## src/rtl/vga_fb_pkg.sv

```systemverilog
// rtl/vga_fb_pkg.sv - shared types and frame geometry for the framebuffer arbiter
package vga_fb_pkg;

   localparam int PIX_PER_WORD = 4;
   localparam int FRAME_WORDS  = 800 * 600 / PIX_PER_WORD;

   typedef enum logic [1:0] {
      S_IDLE,
      S_VID,
      S_CPU_RD,
      S_CPU_WR
   } state_t;

   // RGB332 pixel
   typedef logic [7:0] pixel_t;

   function automatic int frame_words(input int hsize, input int vsize);
      return hsize * vsize / PIX_PER_WORD;
   endfunction

endpackage

```

## src/rtl/vga_fb_arbiter_if.sv

```systemverilog
// rtl/vga_fb_arbiter_if.sv - CPU bus and SRAM bus seen by the framebuffer arbiter
interface vga_fb_arbiter_if #(
   parameter int ADDR_W = 20
);
   logic              cpu_req;
   logic              cpu_we;
   logic [ADDR_W-1:0] cpu_addr;
   logic [31:0]       cpu_wdata;
   logic [3:0]        cpu_be;
   logic [31:0]       cpu_rdata;
   logic              cpu_ack;

   logic              mem_ce;
   logic              mem_we;
   logic [ADDR_W-1:0] mem_addr;
   logic [31:0]       mem_wdata;
   logic [3:0]        mem_be;
   logic [31:0]       mem_rdata;

   // master: the arbiter, which serves the CPU and drives the SRAM
   modport master (
      input  cpu_req, cpu_we, cpu_addr, cpu_wdata, cpu_be, mem_rdata,
      output cpu_rdata, cpu_ack, mem_ce, mem_we, mem_addr, mem_wdata, mem_be
   );

   // slave: the CPU and SRAM surrounding the arbiter
   modport slave (
      output cpu_req, cpu_we, cpu_addr, cpu_wdata, cpu_be, mem_rdata,
      input  cpu_rdata, cpu_ack, mem_ce, mem_we, mem_addr, mem_wdata, mem_be
   );
endinterface

```

## src/rtl/fb_word_fifo.sv

```systemverilog
// rtl/fb_word_fifo.sv - 32-bit pixel-word FIFO with flush and level output
module fb_word_fifo #(
   parameter int DEPTH = 16
) (
   input  logic                     clk,
   input  logic                     reset,
   input  logic                     push,
   input  logic                     pop,
   input  logic                     flush,
   input  logic [31:0]              wdata,
   output logic [31:0]              rdata,
   output logic [$clog2(DEPTH):0]   level
);
   localparam int AW = $clog2(DEPTH);

   logic [31:0]   mem [DEPTH];
   logic [AW-1:0] wr_ptr;
   logic [AW-1:0] rd_ptr;

   // flush outranks push and pop so a frame restart always leaves the FIFO empty
   always_ff @(posedge clk or posedge reset) begin
      if (reset) begin
         wr_ptr <= '0;
         rd_ptr <= '0;
         level  <= '0;
      end else if (flush) begin
         wr_ptr <= '0;
         rd_ptr <= '0;
         level  <= '0;
      end else begin
         if (push) wr_ptr <= wr_ptr + 1'b1;
         if (pop)  rd_ptr <= rd_ptr + 1'b1;
         level <= level + (AW+1)'(push) - (AW+1)'(pop);
      end
   end

   always_ff @(posedge clk) begin
      if (push && !flush) mem[wr_ptr] <= wdata;
   end

   assign rdata = mem[rd_ptr];

endmodule

```

## src/rtl/vga_fb_arbiter.sv

```systemverilog
// rtl/vga_fb_arbiter.sv - single-port framebuffer SRAM shared by VGA scanout and a CPU port
module vga_fb_arbiter
   import vga_fb_pkg::*;
#(
   parameter int WIDTH      = 12,
   parameter int HSIZE      = 800,
   parameter int VSIZE      = 600,
   parameter int ADDR_W     = 20,
   parameter int FIFO_DEPTH = 16,
   parameter int LOW_WM     = 4
) (
   input  logic              clk,
   input  logic              reset,
   input  logic [WIDTH-1:0]  hdata,
   input  logic [WIDTH-1:0]  vdata,
   input  logic              data_enable,
   output pixel_t            pixel,
   output logic              underflow,
   vga_fb_arbiter_if.master  bus
);
   localparam int FRAME_W = frame_words(HSIZE, VSIZE);
   localparam int LVL_W   = $clog2(FIFO_DEPTH) + 1;
   localparam int RSV_W   = LVL_W + 1;

   state_t            state;
   state_t            state_nx;
   logic [ADDR_W-1:0] fetch_addr;
   logic [1:0]        sub;
   logic [LVL_W-1:0]  level;
   logic [31:0]       head;
   logic [RSV_W-1:0]  reserved;
   logic              frame_restart;
   logic              vid_ok;
   logic              urgent;
   logic              has_space;
   logic              issue_vid;
   logic              issue_cpu;
   logic              push;
   logic              consume;
   logic              fifo_empty;

   assign frame_restart = (vdata == WIDTH'(VSIZE)) && (hdata == '0);
   assign fifo_empty    = (level == '0);
   assign reserved      = RSV_W'(level) + RSV_W'(state == S_VID);
   // no scanout fetch on the restart cycle: its word would land after the flush
   assign vid_ok        = (fetch_addr < ADDR_W'(FRAME_W)) && !frame_restart;
   assign urgent        = reserved < RSV_W'(LOW_WM);
   assign has_space     = reserved < RSV_W'(FIFO_DEPTH);

   always_comb begin
      state_nx  = state;
      issue_vid = 1'b0;
      issue_cpu = 1'b0;
      case (state)
         S_IDLE: begin
            if (vid_ok && urgent)                  issue_vid = 1'b1;
            else if (bus.cpu_req && !bus.cpu_ack)  issue_cpu = 1'b1;
            else if (vid_ok && has_space)          issue_vid = 1'b1;

            if (issue_vid)      state_nx = S_VID;
            else if (issue_cpu) state_nx = bus.cpu_we ? S_CPU_WR : S_CPU_RD;
         end
         default: state_nx = S_IDLE;
      endcase
   end

   // SRAM strobes are combinational so read data returns in the following state
   always_comb begin
      bus.mem_ce    = 1'b0;
      bus.mem_we    = 1'b0;
      bus.mem_addr  = '0;
      bus.mem_wdata = '0;
      bus.mem_be    = '0;
      if (!reset) begin
         if (issue_vid) begin
            bus.mem_ce   = 1'b1;
            bus.mem_addr = fetch_addr;
         end else if (issue_cpu) begin
            bus.mem_ce    = 1'b1;
            bus.mem_we    = bus.cpu_we;
            bus.mem_addr  = bus.cpu_addr;
            bus.mem_wdata = bus.cpu_we ? bus.cpu_wdata : 32'h0;
            bus.mem_be    = bus.cpu_be;
         end
      end
   end

   always_ff @(posedge clk or posedge reset) begin
      if (reset) begin
         state         <= S_IDLE;
         fetch_addr    <= '0;
         bus.cpu_ack   <= 1'b0;
         bus.cpu_rdata <= '0;
      end else begin
         state       <= state_nx;
         bus.cpu_ack <= (state == S_CPU_RD) || (state == S_CPU_WR);
         if (state == S_CPU_RD) bus.cpu_rdata <= bus.mem_rdata;
         if (frame_restart)        fetch_addr <= '0;
         else if (state == S_VID)  fetch_addr <= fetch_addr + 1'b1;
      end
   end

   assign push    = (state == S_VID) && !frame_restart;
   assign consume = data_enable && !fifo_empty;

   fb_word_fifo #(
      .DEPTH (FIFO_DEPTH)
   ) u_fifo (
      .clk   (clk),
      .reset (reset),
      .push  (push),
      .pop   (consume && (sub == 2'd3)),
      .flush (frame_restart),
      .wdata (bus.mem_rdata),
      .rdata (head),
      .level (level)
   );

   always_ff @(posedge clk or posedge reset) begin
      if (reset) begin
         pixel     <= '0;
         underflow <= 1'b0;
         sub       <= '0;
      end else begin
         pixel <= consume ? head[{sub, 3'b000} +: 8] : 8'h00;
         if (frame_restart) sub <= '0;
         else if (consume)  sub <= sub + 2'd1;
         if (data_enable && fifo_empty) underflow <= 1'b1;
      end
   end

endmodule

```

## src/flat_wrapper.sv

```systemverilog
// flat-port wrapper written by rule: the top's interface ports become plain ports
module vga_fb_arbiter_flat import vga_fb_pkg::*;
#(
   parameter int WIDTH      = 12,
   parameter int HSIZE      = 800,
   parameter int VSIZE      = 600,
   parameter int ADDR_W     = 20,
   parameter int FIFO_DEPTH = 16,
   parameter int LOW_WM     = 4
)
  (clk, reset, hdata, vdata, data_enable, pixel, underflow, bus_cpu_req, bus_cpu_we, bus_cpu_addr, bus_cpu_wdata, bus_cpu_be, bus_mem_rdata, bus_cpu_rdata, bus_cpu_ack, bus_mem_ce, bus_mem_we, bus_mem_addr, bus_mem_wdata, bus_mem_be);
  vga_fb_arbiter_if #(.ADDR_W(ADDR_W)) bus_i ();
  input  logic clk;
  input  logic reset;
  input  logic [WIDTH-1:0] hdata;
  input  logic [WIDTH-1:0] vdata;
  input  logic data_enable;
  output pixel_t pixel;
  output logic underflow;
  input wire logic [$bits(bus_i.cpu_req)-1:0] bus_cpu_req;
  input wire logic [$bits(bus_i.cpu_we)-1:0] bus_cpu_we;
  input wire logic [$bits(bus_i.cpu_addr)-1:0] bus_cpu_addr;
  input wire logic [$bits(bus_i.cpu_wdata)-1:0] bus_cpu_wdata;
  input wire logic [$bits(bus_i.cpu_be)-1:0] bus_cpu_be;
  input wire logic [$bits(bus_i.mem_rdata)-1:0] bus_mem_rdata;
  output wire logic [$bits(bus_i.cpu_rdata)-1:0] bus_cpu_rdata;
  output wire logic [$bits(bus_i.cpu_ack)-1:0] bus_cpu_ack;
  output wire logic [$bits(bus_i.mem_ce)-1:0] bus_mem_ce;
  output wire logic [$bits(bus_i.mem_we)-1:0] bus_mem_we;
  output wire logic [$bits(bus_i.mem_addr)-1:0] bus_mem_addr;
  output wire logic [$bits(bus_i.mem_wdata)-1:0] bus_mem_wdata;
  output wire logic [$bits(bus_i.mem_be)-1:0] bus_mem_be;
  assign bus_i.cpu_req = bus_cpu_req;
  assign bus_i.cpu_we = bus_cpu_we;
  assign bus_i.cpu_addr = bus_cpu_addr;
  assign bus_i.cpu_wdata = bus_cpu_wdata;
  assign bus_i.cpu_be = bus_cpu_be;
  assign bus_i.mem_rdata = bus_mem_rdata;
  assign bus_cpu_rdata = bus_i.cpu_rdata;
  assign bus_cpu_ack = bus_i.cpu_ack;
  assign bus_mem_ce = bus_i.mem_ce;
  assign bus_mem_we = bus_i.mem_we;
  assign bus_mem_addr = bus_i.mem_addr;
  assign bus_mem_wdata = bus_i.mem_wdata;
  assign bus_mem_be = bus_i.mem_be;
  vga_fb_arbiter #(.WIDTH(WIDTH), .HSIZE(HSIZE), .VSIZE(VSIZE), .ADDR_W(ADDR_W), .FIFO_DEPTH(FIFO_DEPTH), .LOW_WM(LOW_WM)) u_core (.clk(clk), .reset(reset), .hdata(hdata), .vdata(vdata), .data_enable(data_enable), .pixel(pixel), .underflow(underflow), .bus(bus_i));
endmodule
```

## config.mk

```make
export PLATFORM = sky130hd
export DESIGN_NAME = vga_fb_arbiter_flat
export DESIGN_NICKNAME = d
export VERILOG_FILES = /design/src/rtl/vga_fb_pkg.sv /design/src/rtl/vga_fb_arbiter_if.sv /design/src/rtl/fb_word_fifo.sv /design/src/rtl/vga_fb_arbiter.sv /design/src/flat_wrapper.sv
export SDC_FILE = /design/constraint.sdc
export NUM_CORES = 1
export LEC_CHECK = 0
export BUFFER_PORTS_ARGS = -buffer_cell sky130_fd_sc_hd__buf_2
export CORE_UTILIZATION = 40
export CTS_BUF_LIST = sky130_fd_sc_hd__clkbuf_8
export DETAILED_ROUTE_END_ITERATION = 8
export PLACE_DENSITY = 0.58
export SYNTH_ARGS = -nofsm -noshare
export SYNTH_HDL_FRONTEND = slang
export SYNTH_SLANG_ARGS = --single-unit
export TNS_END_PERCENT = 1
```

## constraint.sdc

```tcl
create_clock -name clk -period 5 [get_ports clk]
set_clock_uncertainty 0.05 [all_clocks]
set_input_delay 0.25 -clock clk [delete_from_list [all_inputs] [get_ports clk]]
set_output_delay 0.25 -clock clk [all_outputs]
set_load 0.01 [all_outputs]
```

==> results of run 1 <==
## per-layer routing
metal | up-vias | routed length, um
met5 | - | 0
met4 | 0 | 1130
met3 | 78 | 2770
met2 | 388 | 27800
met1 | 6807 | 24800
li1 | 5751 | -
## cell usage in the layout (no fill, tap or decap), drive strengths merged, types with 32 or more instances in the layout
cell type    synthesis  final
edfxtp             512    512
buf                 52    241
mux4               128    128
clkbuf              26    106
dfrtp               79     79
inv                 14     57
nor2                46     46
and3                44     44
dlygate4sd3          0     38
mux2i               35     35
mux2                32     32
## registers in the layout, summed over array words and instances (netlist names), 2 cells and up
register              flops
u_core.u_fifo.rd_ptr      4
u_core.fetch_addr        20
u_core.pixel              8
u_core.u_fifo.mem       512
u_core.sub                2
u_core.bus.cpu_rdata     32
u_core.u_fifo.wr_ptr      4
u_core.state              2
u_core.u_fifo.level       5
## cells in the mapped netlist (all sizes together) (16+ instances only)
cell | number | share of area (%)
a21oi | 31 | 0.65
and3 | 44 | 1.1
buf | 52 | 1.3
clkbuf | 26 | 0.41
dfrtp | 79 | 8.3
edfxtp | 512 | 64
ha | 16 | 0.84
mux2 | 32 | 1.5
mux2i | 35 | 1.5
mux4 | 128 | 12
nand2 | 28 | 0.44
nand3 | 24 | 0.50
nor2 | 46 | 0.73
o211ai | 16 | 0.71
o21ai | 19 | 0.40
## logic make-up after synthesis
logic type                 synth area share, %
AOI/OAI and AO/OA                         3.72
buffers and inverters                     1.90
adders and majority gates                0.919
DFF                                       72.4
muxes                                     15.0
and+or+nand+nor                           5.14
xor gates and xnor gates                 0.878
## repair_timing
item,in CTS,in global routing
hold endpoints to repair,574,0
hold buffers,38,0
resized for setup,0,0
## metrics by stage
stage               util (%)  power (mW)  hold slack, ps  std cells  worst slack (ps)
global placement        43.8        10.2             413       2201              1710
finish                  47.4        13.9             128       2416               726
global route            47.4        14.6             137       2416               550
floorplan                  -        9.00             299       1265              1080
CTS                     47.4        14.1            84.5       2415               736
detailed placement      43.8        10.2             419       2201              1590
## layout make-up
cell class	instances	area (um^2)
inverter	14	55.1
timing repair buffer	279	1670
fill	4953	31100
multi-input combinational	582	6200
tap	773	967
clock inverter	70	287
clock buffer	106	1460
sequential	591	17400
antenna	1	2.50
## power groups by stage
stage	Clock, mW	Sequential [mW]	Combinational, mW
final	3.81	6.26	3.83
after global routing	4.13	6.34	4.18
after floorplan	0	6.13	2.86
after global placement	0	6.36	3.83
after CTS	3.91	6.27	3.91
after detailed placement	0	6.37	3.87
## path summary, 6_finish.rpt
check,to,slack [ps]
hold / removal,u_core.state[1],130
min in group asynchronous,u_core.fetch_addr[8],250
setup / recovery,bus_mem_wdata[11],730
setup reg to reg,u_core.u_fifo.level[4],1600
max in group asynchronous,u_core.u_fifo.rd_ptr[2],3440
hold reg to reg,u_core.bus.cpu_rdata[25],430
## critical path, stage by stage
cell           delay (ps)
dlygate4sd3_1         520
buf_2                 110
or4_1                 380
dlygate4sd3_1         570
nor2_1                190
dlygate4sd3_1         580
nand3_1               110
a31oi_2               580
buf_4                 340
and3_1                190
buf_2                 130
==> reports/summary.log, run 1 <==
qor: run_status.violations DRC
qor: cts.clock_path_buffers 3
qor: global_routing.use_met2 31.3%
qor: job.cap_violations 0
qor: power_and_ir_drop.net-switching-power 4.35 mW
qor: yosys.synth_cell_types 61
qor: worst_setup_path.worst_reg2reg_path_depth 13
qor: placement.detailed_place_hpwl 32900 um
qor: cts.clock_tree.htree_level_count 3
qor: die.row_count 89
qor: timing.final_min_period_over_clock_period 85.5%
qor: yosys.syn_avg_cell_area 18.9 um^2
qor: placement.gp_routability_congestion 0.791
qor: timing.timing.max_slew.rel_slack 23.5%
qor: routing.avgViaCountPerCell 5.39
qor: cts.cts_sinks 591
qor: cts.cts_tree yes
qor: worst_setup_path.crit_start hdata[8]
qor: routing.dr.first_iter.drc_count 922
qor: power_and_ir_drop.power.internal 9.55 mW
qor: routing.via_count 13000
qor: timing.drv_slew 0
qor: routing.detail-route-antenna-nets 0
qor: die.floorplan.initialDensity 40.5%
qor: timing.timing.final.crit_period 4270 ps
qor: hold_path.min_from hdata[0]
qor: global_routing.track_usage 19.0%
qor: yosys.ys_ff_latch 591
qor: timing.setup_repair_after_global_routing_missed_its_margin false
qor: timing.worst_slew_pin_slew 1140 ps
qor: die.die_height 247 um
qor: power_and_ir_drop.vdd.ir_drop.worst 228 uV
qor: timing.achievable-frequency 234 MHz
qor: power_and_ir_drop.power.share.combinational 27.5%
qor: worst_setup_path.r2r_start u_core.state[0]
qor: cts.clk_pin_slew_worst_paths 50 ps
qor: placement.post_dp_cell_area 25900 um^2
qor: yosys.synth.net_count 1399
qor: global_routing.grtUsageMet1 25.9%
qor: power_and_ir_drop.p_sw_share 31.3%
qor: worst_setup_path.setup.worst_path.end_class output pin
qor: power_and_ir_drop.clock_power_share 27.4%
qor: die.die_w 247 um
qor: hold_path.min_path_type in2reg
qor: power_and_ir_drop.power_density 496 nW/um^2
qor: timing.finalSetupViolations 0
qor: global_routing.top_usage_layer met2
qor: cts.post-cts-setup-buffer-count 0
qor: worst_setup_path.worstPathArrival 3970 ps
qor: cts.clockRootBuffer clkbuf_8
qor: routing.avgRoutedWirePerCell 23.4 um
qor: global_routing.initial_antenna_violation_count 2
qor: cts.insertion_delay 670 ps
qor: power_and_ir_drop.sequential_share_of_power 45.0%
qor: hold_path.min_path_cells 5
qor: routing.drc 11
qor: yosys.synth_seq_area_share 72.4%
qor: worst_setup_path.worst-endpoint-required 4700 ps
qor: power_and_ir_drop.p_leak 9.94 nW
qor: yosys.dominantRegCellSynth edfxtp_1
qor: worst_setup_path.worst_setup_path_start_kind input port
qor: yosys.post_synth_instance_area 24000 um^2
qor: yosys.syn_inst 1265
qor: cts.cts_inserted_buffers 97
qor: final_layout.areaGrowthSynthToFinish 16.9%
qor: global_routing.grtUsageMet3 3.17%
qor: placement.port_buffers 216
qor: routing.first_pass_iteration_count_of_the_detailed_router 9
qor: global_routing.grt_pass1_vias 13700
qor: global_routing.grt_start_max_net_pins 48
qor: die.die_ar 60900 um^2
qor: final_layout.drive_above_1_share 33.0%
qor: timing.report.final.hold_viol_count 0
qor: yosys.ys_async_sr_fraction 13.4%
qor: run_status.status complete, but fails checks
qor: final_layout.final_nets 1699
qor: timing.totalNegativeSetupSlack 0 ps
qor: global_routing.remaining_overflow_grt 0
qor: worst_setup_path.worst-path-max-fanout 26
qor: yosys.yosysWarningCount 0
qor: worst_setup_path.timing_worst_setup_path_type in2out
qor: routing.drt-total-wl 56500 um
qor: final_layout.design_area 28000 um^2
qor: global_routing.grt_pass1_wl 85000 um
qor: yosys.synth_edf_count 512
qor: die.floorplan.core_area 59100 um^2
qor: die.num_io_pins 217
(Power assumes the default switching activity.)
==> run 2: changes to the inputs <==
--- a/config.mk
+++ b/config.mk
@@ -10,6 +10,7 @@
 export CTS_BUF_LIST = sky130_fd_sc_hd__clkbuf_8
 export DETAILED_ROUTE_END_ITERATION = 8
 export PLACE_DENSITY = 0.58
+export RECOVER_POWER = 50
 export SYNTH_ARGS = -nofsm -noshare
 export SYNTH_HDL_FRONTEND = slang
 export SYNTH_SLANG_ARGS = --single-unit
==> run 2 against run 1 <==
- the flow finishes with violations (DRC, capacitance limit, slew limit)
- design area fell by 0.38%
- sequential power barely moved
- flip-flop and latch count did not move
- via count barely moved
- largest power group unchanged
- sequential share of layout area rose by 0.24 points
- highest routed layer unchanged
- fmax fell by 0.54%
- critical path type unchanged
- combinational power fell by 1%
==> reports/summary.log, run 2 (synthesized netlist as in run 1, its figures left out) <==
qor: run_status.status complete, but fails checks
qor: run_status.violations DRC, capacitance limit, slew limit
qor: global_routing.remaining_overflow_grt 0 [unchanged]
qor: worst_setup_path.worst_setup_path_start_kind input port
qor: power_and_ir_drop.vdd.ir_drop.worst 227 uV [-0.52%]
qor: worst_setup_path.worst-path-max-fanout 26 [unchanged]
qor: timing.totalNegativeSetupSlack 0 ps [unchanged]
qor: final_layout.layout_commonest_cell edfxtp_1
qor: cts.insertion_delay 670 ps [about the same]
qor: worst_setup_path.crit_start hdata[8]
qor: die.floorplan.core_area 59100 um^2 [unchanged]
qor: global_routing.grt_pass1_wl 85000 um [unchanged]
qor: final_layout.final_nets 1699 [unchanged]
qor: placement.detailed_place_hpwl 32900 um [unchanged]
qor: worst_setup_path.largest_stage_delay_on_the_critical_path 590 ps [about the same]
qor: cts.clockRootBuffer clkbuf_8
qor: timing.drv_slew 70 [+70]
qor: global_routing.track_usage 19.0% [unchanged]
qor: routing.drc 9 [-2]
qor: routing.detail-route-antenna-nets 0 [unchanged]
qor: placement.cell_total_after_placement 2201 [unchanged]
qor: routing.dr.first_iter.drc_count 986 [+6.9%]
qor: worst_setup_path.setup.worst_path.end_class output pin
qor: worst_setup_path.timing_worst_setup_path_type in2out
qor: worst_setup_path.setup.reg_to_reg.worst_slack 1620 ps [+20 ps]
qor: power_and_ir_drop.p_leak 9.72 nW [-2.3%]
qor: cts.clk_pin_slew_worst_paths 60 ps [about the same]
qor: cts.clock_path_buffers 3 [unchanged]
qor: worst_setup_path.worst_reg2reg_path_depth 13 [unchanged]
qor: cts.cts_inserted_buffers 97 [unchanged]
qor: worst_setup_path.cp_common_cell dlygate4sd3_1
qor: placement.port_buffers 216 [unchanged]
qor: die.floorplan.initialDensity 40.5% [unchanged]
qor: cts.cts_tree yes
qor: cts.cts_sinks 591 [unchanged]
qor: timing.timing.final.crit_period 4300 ps [+23.3 ps]
qor: job.cap_violations 2 [+2]
qor: timing.setup_repair_after_global_routing_missed_its_margin false
qor: timing.final_min_period_over_clock_period 85.9% [+0.47 points]
qor: worst_setup_path.worst_setup_path_endpoint bus_mem_wdata[11]
qor: timing.achievable-frequency 233 MHz [-0.54%]
qor: routing.drt-total-wl 56500 um [about the same]
qor: worst_setup_path.worst-endpoint-required 4700 ps [about the same]
qor: routing.avgViaCountPerCell 5.39 [about the same]
qor: die.row_count 89 [unchanged]
qor: global_routing.grt_pass1_vias 13700 [unchanged]
qor: cts.post-cts-setup-buffer-count 0 [unchanged]
qor: cts.clock_tree.htree_level_count 3 [unchanged]
qor: final_layout.top_regs u_core.u_fifo.mem: 512 flops, u_core.bus.cpu_rdata: 32 flops, u_core.fetch_addr: 20 flops
qor: die.die_w 247 um [unchanged]
qor: die.die_height 247 um [unchanged]
qor: timing.report.final.hold_viol_count 0 [unchanged]
qor: hold_path.min_path_type in2reg
qor: routing.first_pass_iteration_count_of_the_detailed_router 7 [-2]
qor: global_routing.initial_antenna_violation_count 2 [unchanged]
qor: final_layout.largest_register_ffs 512 [unchanged]
qor: worst_setup_path.r2r_start u_core.state[0]
qor: worst_setup_path.worstPathArrival 4000 ps [+30 ps]
qor: cts.post_cts.resized_instances 0 [unchanged]
qor: worst_setup_path.worst_r2r_endpoint u_core.u_fifo.level[4]
qor: worst_setup_path.critical_path.cell_chain dlygate4sd3_1 > buf_2 > or4_1 > dlygate4sd3_1 > nor2_1 > dlygate4sd3_1 > nand3_1 > a31oi_2 > buf_4 > and3_1 > buf_2
qor: timing.finalSetupViolations 0 [unchanged]
qor: power_and_ir_drop.power_density 497 nW/um^2 [+0.11%]
qor: timing.timing.max_slew.rel_slack -79.8% [-100 points]
qor: final_layout.final_std_cells_w_o_fill 2416 [unchanged]
qor: routing.avgRoutedWirePerCell 23.4 um [about the same]
qor: final_layout.drive_above_1_share 28.4% [-4.6 points]
qor: die.num_io_pins 217 [unchanged]
qor: final_layout.max_flop_register u_core.u_fifo.mem
qor: final_layout.final_util 47.2% [-0.18 points]
qor: global_routing.grt_start_max_net_pins 48 [unchanged]
qor: final_layout.final_cell_mix edfxtp_1 (512), buf_2 (142), mux4_2 (128)
qor: timing.worst_slew_pin_slew 2700 ps [+1560 ps]
qor: placement.gp_routability_congestion 0.791 [unchanged]
qor: routing.via_count 13000 [-0.084%]
qor: final_layout.areaGrowthSynthToFinish 16.5%
qor: die.die_ar 60900 um^2 [unchanged]
qor: timing.final.hold.worst_slack 126 ps [-2.44 ps]
qor: worst_setup_path.crit_path_top_delay_cell a31oi_2
-- run 2: cell count changes in the layout (fill, tap and decap cells not counted), sizes merged --
cell,delta
buf,-76
inv,-1
clkbuf,+76
clkinvlp,+1
-- run 2: worst max-delay path, delay by kind of cell --
family,cells,cell delay [ps]
AND/OR/NAND/NOR,4,870
AO/OA/AOI/OAI,1,590
buffers and inverters,6,2270
-- run 2: area by class of cell --
cell class                      count  area [um^2]
Multi-Input combinational cell    582         6190
Sequential cell                   591        17400
Antenna cell                        1         2.50
Timing Repair Buffer              279         1580
Clock inverter                     70          287
Clock buffer                      106         1460
Fill cell                        4989        31200
Inverter                           14         53.8
Tap cell                          773          967
-- run 2: worst min path at each step --
stage	to	slack (ps)	cells past startpoint	start
2_1_floorplan	u_core.u_fifo.mem[0][0]	300	0	bus_mem_rdata[0]
3_3_place_gp	u_core.bus.cpu_rdata[12]	410	2	reset
3_5_place_dp	u_core.bus.cpu_rdata[12]	420	2	reset
4_1_cts	u_core.state[1]	80	5	hdata[11]
5_1_grt	u_core.state[1]	140	5	hdata[11]
6_report	u_core.state[1]	130	5	bus_cpu_req
-- run 2: routing by layer --
metal / part of all wire [%] / vias to the layer above / track usage (%)
li1: - / 5750 / -
met1: 44 / 6793 / 25.9
met2: 49 / 389 / 31.3
met3: 4.5 / 81 / 3.17
met4: 2.0 / 0 / 6.10
met5: 0 / - / 0
-- run 2: power by group --
group / internal (mW) / switching (mW)
sequential: 5.77 / 0.496
combinational: 1.80 / 1.99
clock: 1.94 / 1.87
total: 9.51 / 4.35
-- run 2: through the flow --
stage               setup slack (ps)  instance area, um^2  total power, mW
floorplan                       1080                24000             9.00
detailed placement              1590                25900             10.2
CTS                              736                28000             14.1
global route                     550                27900             14.6
finish                           703                27900             13.9
global placement                1710                25900             10.2
-- run 2: timing repair --
item | in CTS | in global routing
hold buffers | 38 | 0
hold endpoints to repair | 574 | 0
endpoints found under the setup margin | 0 | 0
==> run 3: changes to the inputs <==
==> constraint.sdc (replaced) <==
create_clock -name clk -period 5.1 [get_ports clk]
set_clock_uncertainty 0.05 [all_clocks]
set_input_delay 0.255 -clock clk [delete_from_list [all_inputs] [get_ports clk]]
set_output_delay 0.255 -clock clk [all_outputs]
set_load 0.01 [all_outputs]
==> run 3 against run 2 <==
- the flow still finishes with violations (DRC, capacitance limit, slew limit)
- wire length grew 0.76%
- critical path depth stayed put
- core utilization rose by 0.49 points
- die area unchanged
- total power rose by 1.9%
- clock power up 12%
- register-to-register slack improved by 350 ps
- sequential power is 2% lower
- highest routed layer unchanged
- non-clock buffer count shrank 5
- first-iteration DRC count down 8.5%
- critical endpoint is now bus_mem_wdata[0]
==> reports/summary.log, run 3 (synthesized netlist as in run 1, its figures left out) <==
qor: timing.timing.final.crit_period 4130 ps
qor: routing.route.layer.met1.wl 24800 um [-0.88%]
qor: timing.finalSetupViolations 0 [unchanged]
qor: final_layout.areaGrowthSynthToFinish 17.7%
qor: worst_setup_path.largest_stage_delay_on_the_critical_path 580 ps [about the same]
qor: worst_setup_path.worst_setup_path_start_kind input port
qor: cts.clockRootBuffer clkbuf_8
qor: final_layout.final_cell_mix edfxtp_1 (512), buf_2 (142), mux4_2 (128)
qor: hold_path.min_path_type in2reg
qor: timing.final_min_period_over_clock_period 81.0%
qor: routing.dr.first_iter.drc_count 902 [-8.5%]
qor: global_routing.grt_pass1_vias 13500 [-1.4%]
qor: final_layout.ff_latch_area 17400 um^2 [unchanged]
qor: final_layout.design_area 28200 um^2 [+1.0%]
qor: cts.post-cts-setup-buffer-count 0 [unchanged]
qor: placement.cell_total_after_placement 2196 [-0.23%]
qor: placement.port_buffers 216 [unchanged]
qor: final_layout.drive_above_1_share 29.7% [+1.3 points]
qor: die.row_count 89 [unchanged]
qor: placement.gp_routability_congestion 0.809 [+2.2%]
qor: cts.clock_path_buffers 3 [unchanged]
qor: worst_setup_path.critical_path.cell_chain dlygate4sd3_1 > buf_2 > or4_1 > dlygate4sd3_1 > nor2_1 > dlygate4sd3_1 > nand3_1 > a31oi_2 > buf_4 > and3_1 > buf_2
qor: worst_setup_path.cp_common_cell dlygate4sd3_1
qor: placement.detailed_place_hpwl 31900 um [-2.8%]
qor: timing.report.final.hold_viol_count 0 [unchanged]
qor: placement.post_dp_cell_area 25900 um^2 [about the same]
qor: worst_setup_path.timing_worst_setup_path_type in2out
qor: die.die_ar 60900 um^2 [unchanged]
qor: worst_setup_path.worstPathArrival 3830 ps [-170 ps]
qor: cts.clk_pin_slew_worst_paths 60 ps [about the same]
qor: final_layout.top_regs u_core.u_fifo.mem: 512 flops, u_core.bus.cpu_rdata: 32 flops, u_core.fetch_addr: 20 flops
qor: routing.detail-route-antenna-nets 0 [unchanged]
qor: power_and_ir_drop.power_density 501 nW/um^2 [+0.83%]
qor: run_status.violations DRC, capacitance limit, slew limit
qor: die.die_height 247 um [unchanged]
qor: timing.worst_slew_pin_slew 2590 ps [-110 ps]
qor: job.cap_violations 2 [unchanged]
qor: timing.achievable-frequency 242 MHz
qor: routing.first_pass_iteration_count_of_the_detailed_router 7 [unchanged]
qor: die.die_w 247 um [unchanged]
qor: worst_setup_path.setup.worst_path.end_class output pin
qor: die.num_io_pins 217 [unchanged]
qor: final_layout.final_nets 1694 [-0.29%]
qor: die.floorplan.initialDensity 40.5% [unchanged]
qor: timing.setup_repair_after_global_routing_missed_its_margin false
qor: cts.cts_tree yes
qor: routing.route.top_layer_used met4
qor: timing.totalNegativeSetupSlack 0 ps [unchanged]
qor: die.floorplan.core_area 59100 um^2 [unchanged]
qor: routing.avgViaCountPerCell 5.38 [about the same]
qor: routing.drc 10 [+1]
qor: cts.insertion_delay 680 ps [about the same]
qor: routing.met3_wirelength 3280 um [+30%]
qor: cts.cts_sinks 591 [unchanged]
qor: worst_setup_path.worst-path-max-fanout 42 [+62%]
qor: final_layout.final_std_cells_w_o_fill 2418 [+0.083%]
qor: routing.avgRoutedWirePerCell 23.5 um [+0.68%]
qor: final_layout.largest_register_ffs 512 [unchanged]
qor: global_routing.grt_pass1_wl 84000 um [-1.2%]
qor: routing.drt-total-wl 56900 um [+0.76%]
qor: global_routing.initial_antenna_violation_count 1 [-1]
qor: timing.timing.max_slew.rel_slack -72.5% [+7.3 points]
qor: power_and_ir_drop.vdd.ir_drop.worst 273 uV [+20%]
qor: final_layout.max_flop_register u_core.u_fifo.mem
qor: final_layout.layout_commonest_cell edfxtp_1
qor: routing.met2_length 27600 um [-0.70%]
qor: final_layout.multi_input_logic_area 6190 um^2 [about the same]
qor: timing.drv_slew 71 [+1.4%]
qor: worst_setup_path.worst-endpoint-required 4800 ps [+100 ps]
qor: global_routing.remaining_overflow_grt 0 [unchanged]
qor: power_and_ir_drop.p_leak 9.80 nW [+0.86%]
qor: cts.clock_tree.htree_level_count 3 [unchanged]
qor: cts.cts_inserted_buffers 97 [unchanged]
qor: run_status.status complete, but fails checks
qor: final_layout.fillerInstances 4983 [-0.12%]
qor: global_routing.grt_start_max_net_pins 66 [+38%]
qor: worst_setup_path.crit_path_top_delay_cell dlygate4sd3_1
qor: routing.via_count 13000 [+0.038%]
qor: global_routing.track_usage 19.0% [-0.068 points]
==> run 3: cell count changes in the layout (fill, tap and decap cells not counted), sizes merged <==
cell | before | now
clkbuf | 182 | 199
inv | 56 | 40
buf | 165 | 160
bufinv | 0 | 4
clkinv | 25 | 26
clkinvlp | 3 | 4
==> run 3: final cells by class <==
| type | instances | share of cell area, % |
|---|---|---|
| Clock buffer | 123 | 6.01 |
| Clock inverter | 60 | 1.29 |
| Tap cell | 773 | 3.43 |
| Sequential cell | 591 | 61.6 |
| Inverter | 14 | 0.191 |
| Antenna cell | 1 | 0.00888 |
| Multi-Input combinational cell | 582 | 22.0 |
| Timing Repair Buffer | 274 | 5.50 |
==> run 3: routing by layer <==
layer / vias to the layer above / track usage (%)
li1: 5749 / -
met1: 6771 / 25.6
met2: 421 / 30.6
met3: 77 / 3.82
met4: 0 / 6.72
met5: - / 0
==> run 3: final timing paths <==
kind	end	start	cells after the start	slack, ps
hold reg to reg	u_core.bus.cpu_rdata[20]	u_core.bus.cpu_rdata[20]	1	430
setup reg to reg	u_core.bus.cpu_rdata[28]	u_core.state[1]	3	1970
min in group asynchronous	u_core.fetch_addr[4]	reset	3	690
hold / removal	u_core.state[1]	vdata[1]	5	110
setup / recovery	bus_mem_wdata[0]	hdata[6]	11	970
max in group asynchronous	u_core.u_fifo.rd_ptr[0]	reset	4	2000
==> run 3: worst max-delay path: cells and delay by family <==
family          cells  cell delay (ps)
simple gates        4             1080
buf+inv             6             2270
compound gates      1              200
==> run 3: report_power, final <==
part           switching (mW)  internal (mW)  leakage, nW
clock                    1.89           2.38         1.16
combinational            1.93           1.75         3.13
sequential              0.515           5.66         5.52
total                    4.33           9.79         9.80
==> run 3: per-stage QoR <==
step                setup slack [ps]  util (%)  hold WS, ps  power [mW]
CTS                             1010      47.8         90.3        14.3
global route                     658      47.7          141        14.8
global placement                1880      43.7          411        9.98
floorplan                       1170         -          304        8.82
finish                           970      47.7          111        14.1
detailed placement              1840      43.7          424        10.0
==> run 3: timing repair <==
action | in CTS | in global routing
endpoints found under the hold margin | 575 | 0
hold buffers | 38 | 0
gates resized for setup | 0 | 0
endpoints found under the setup margin | 0 | 0
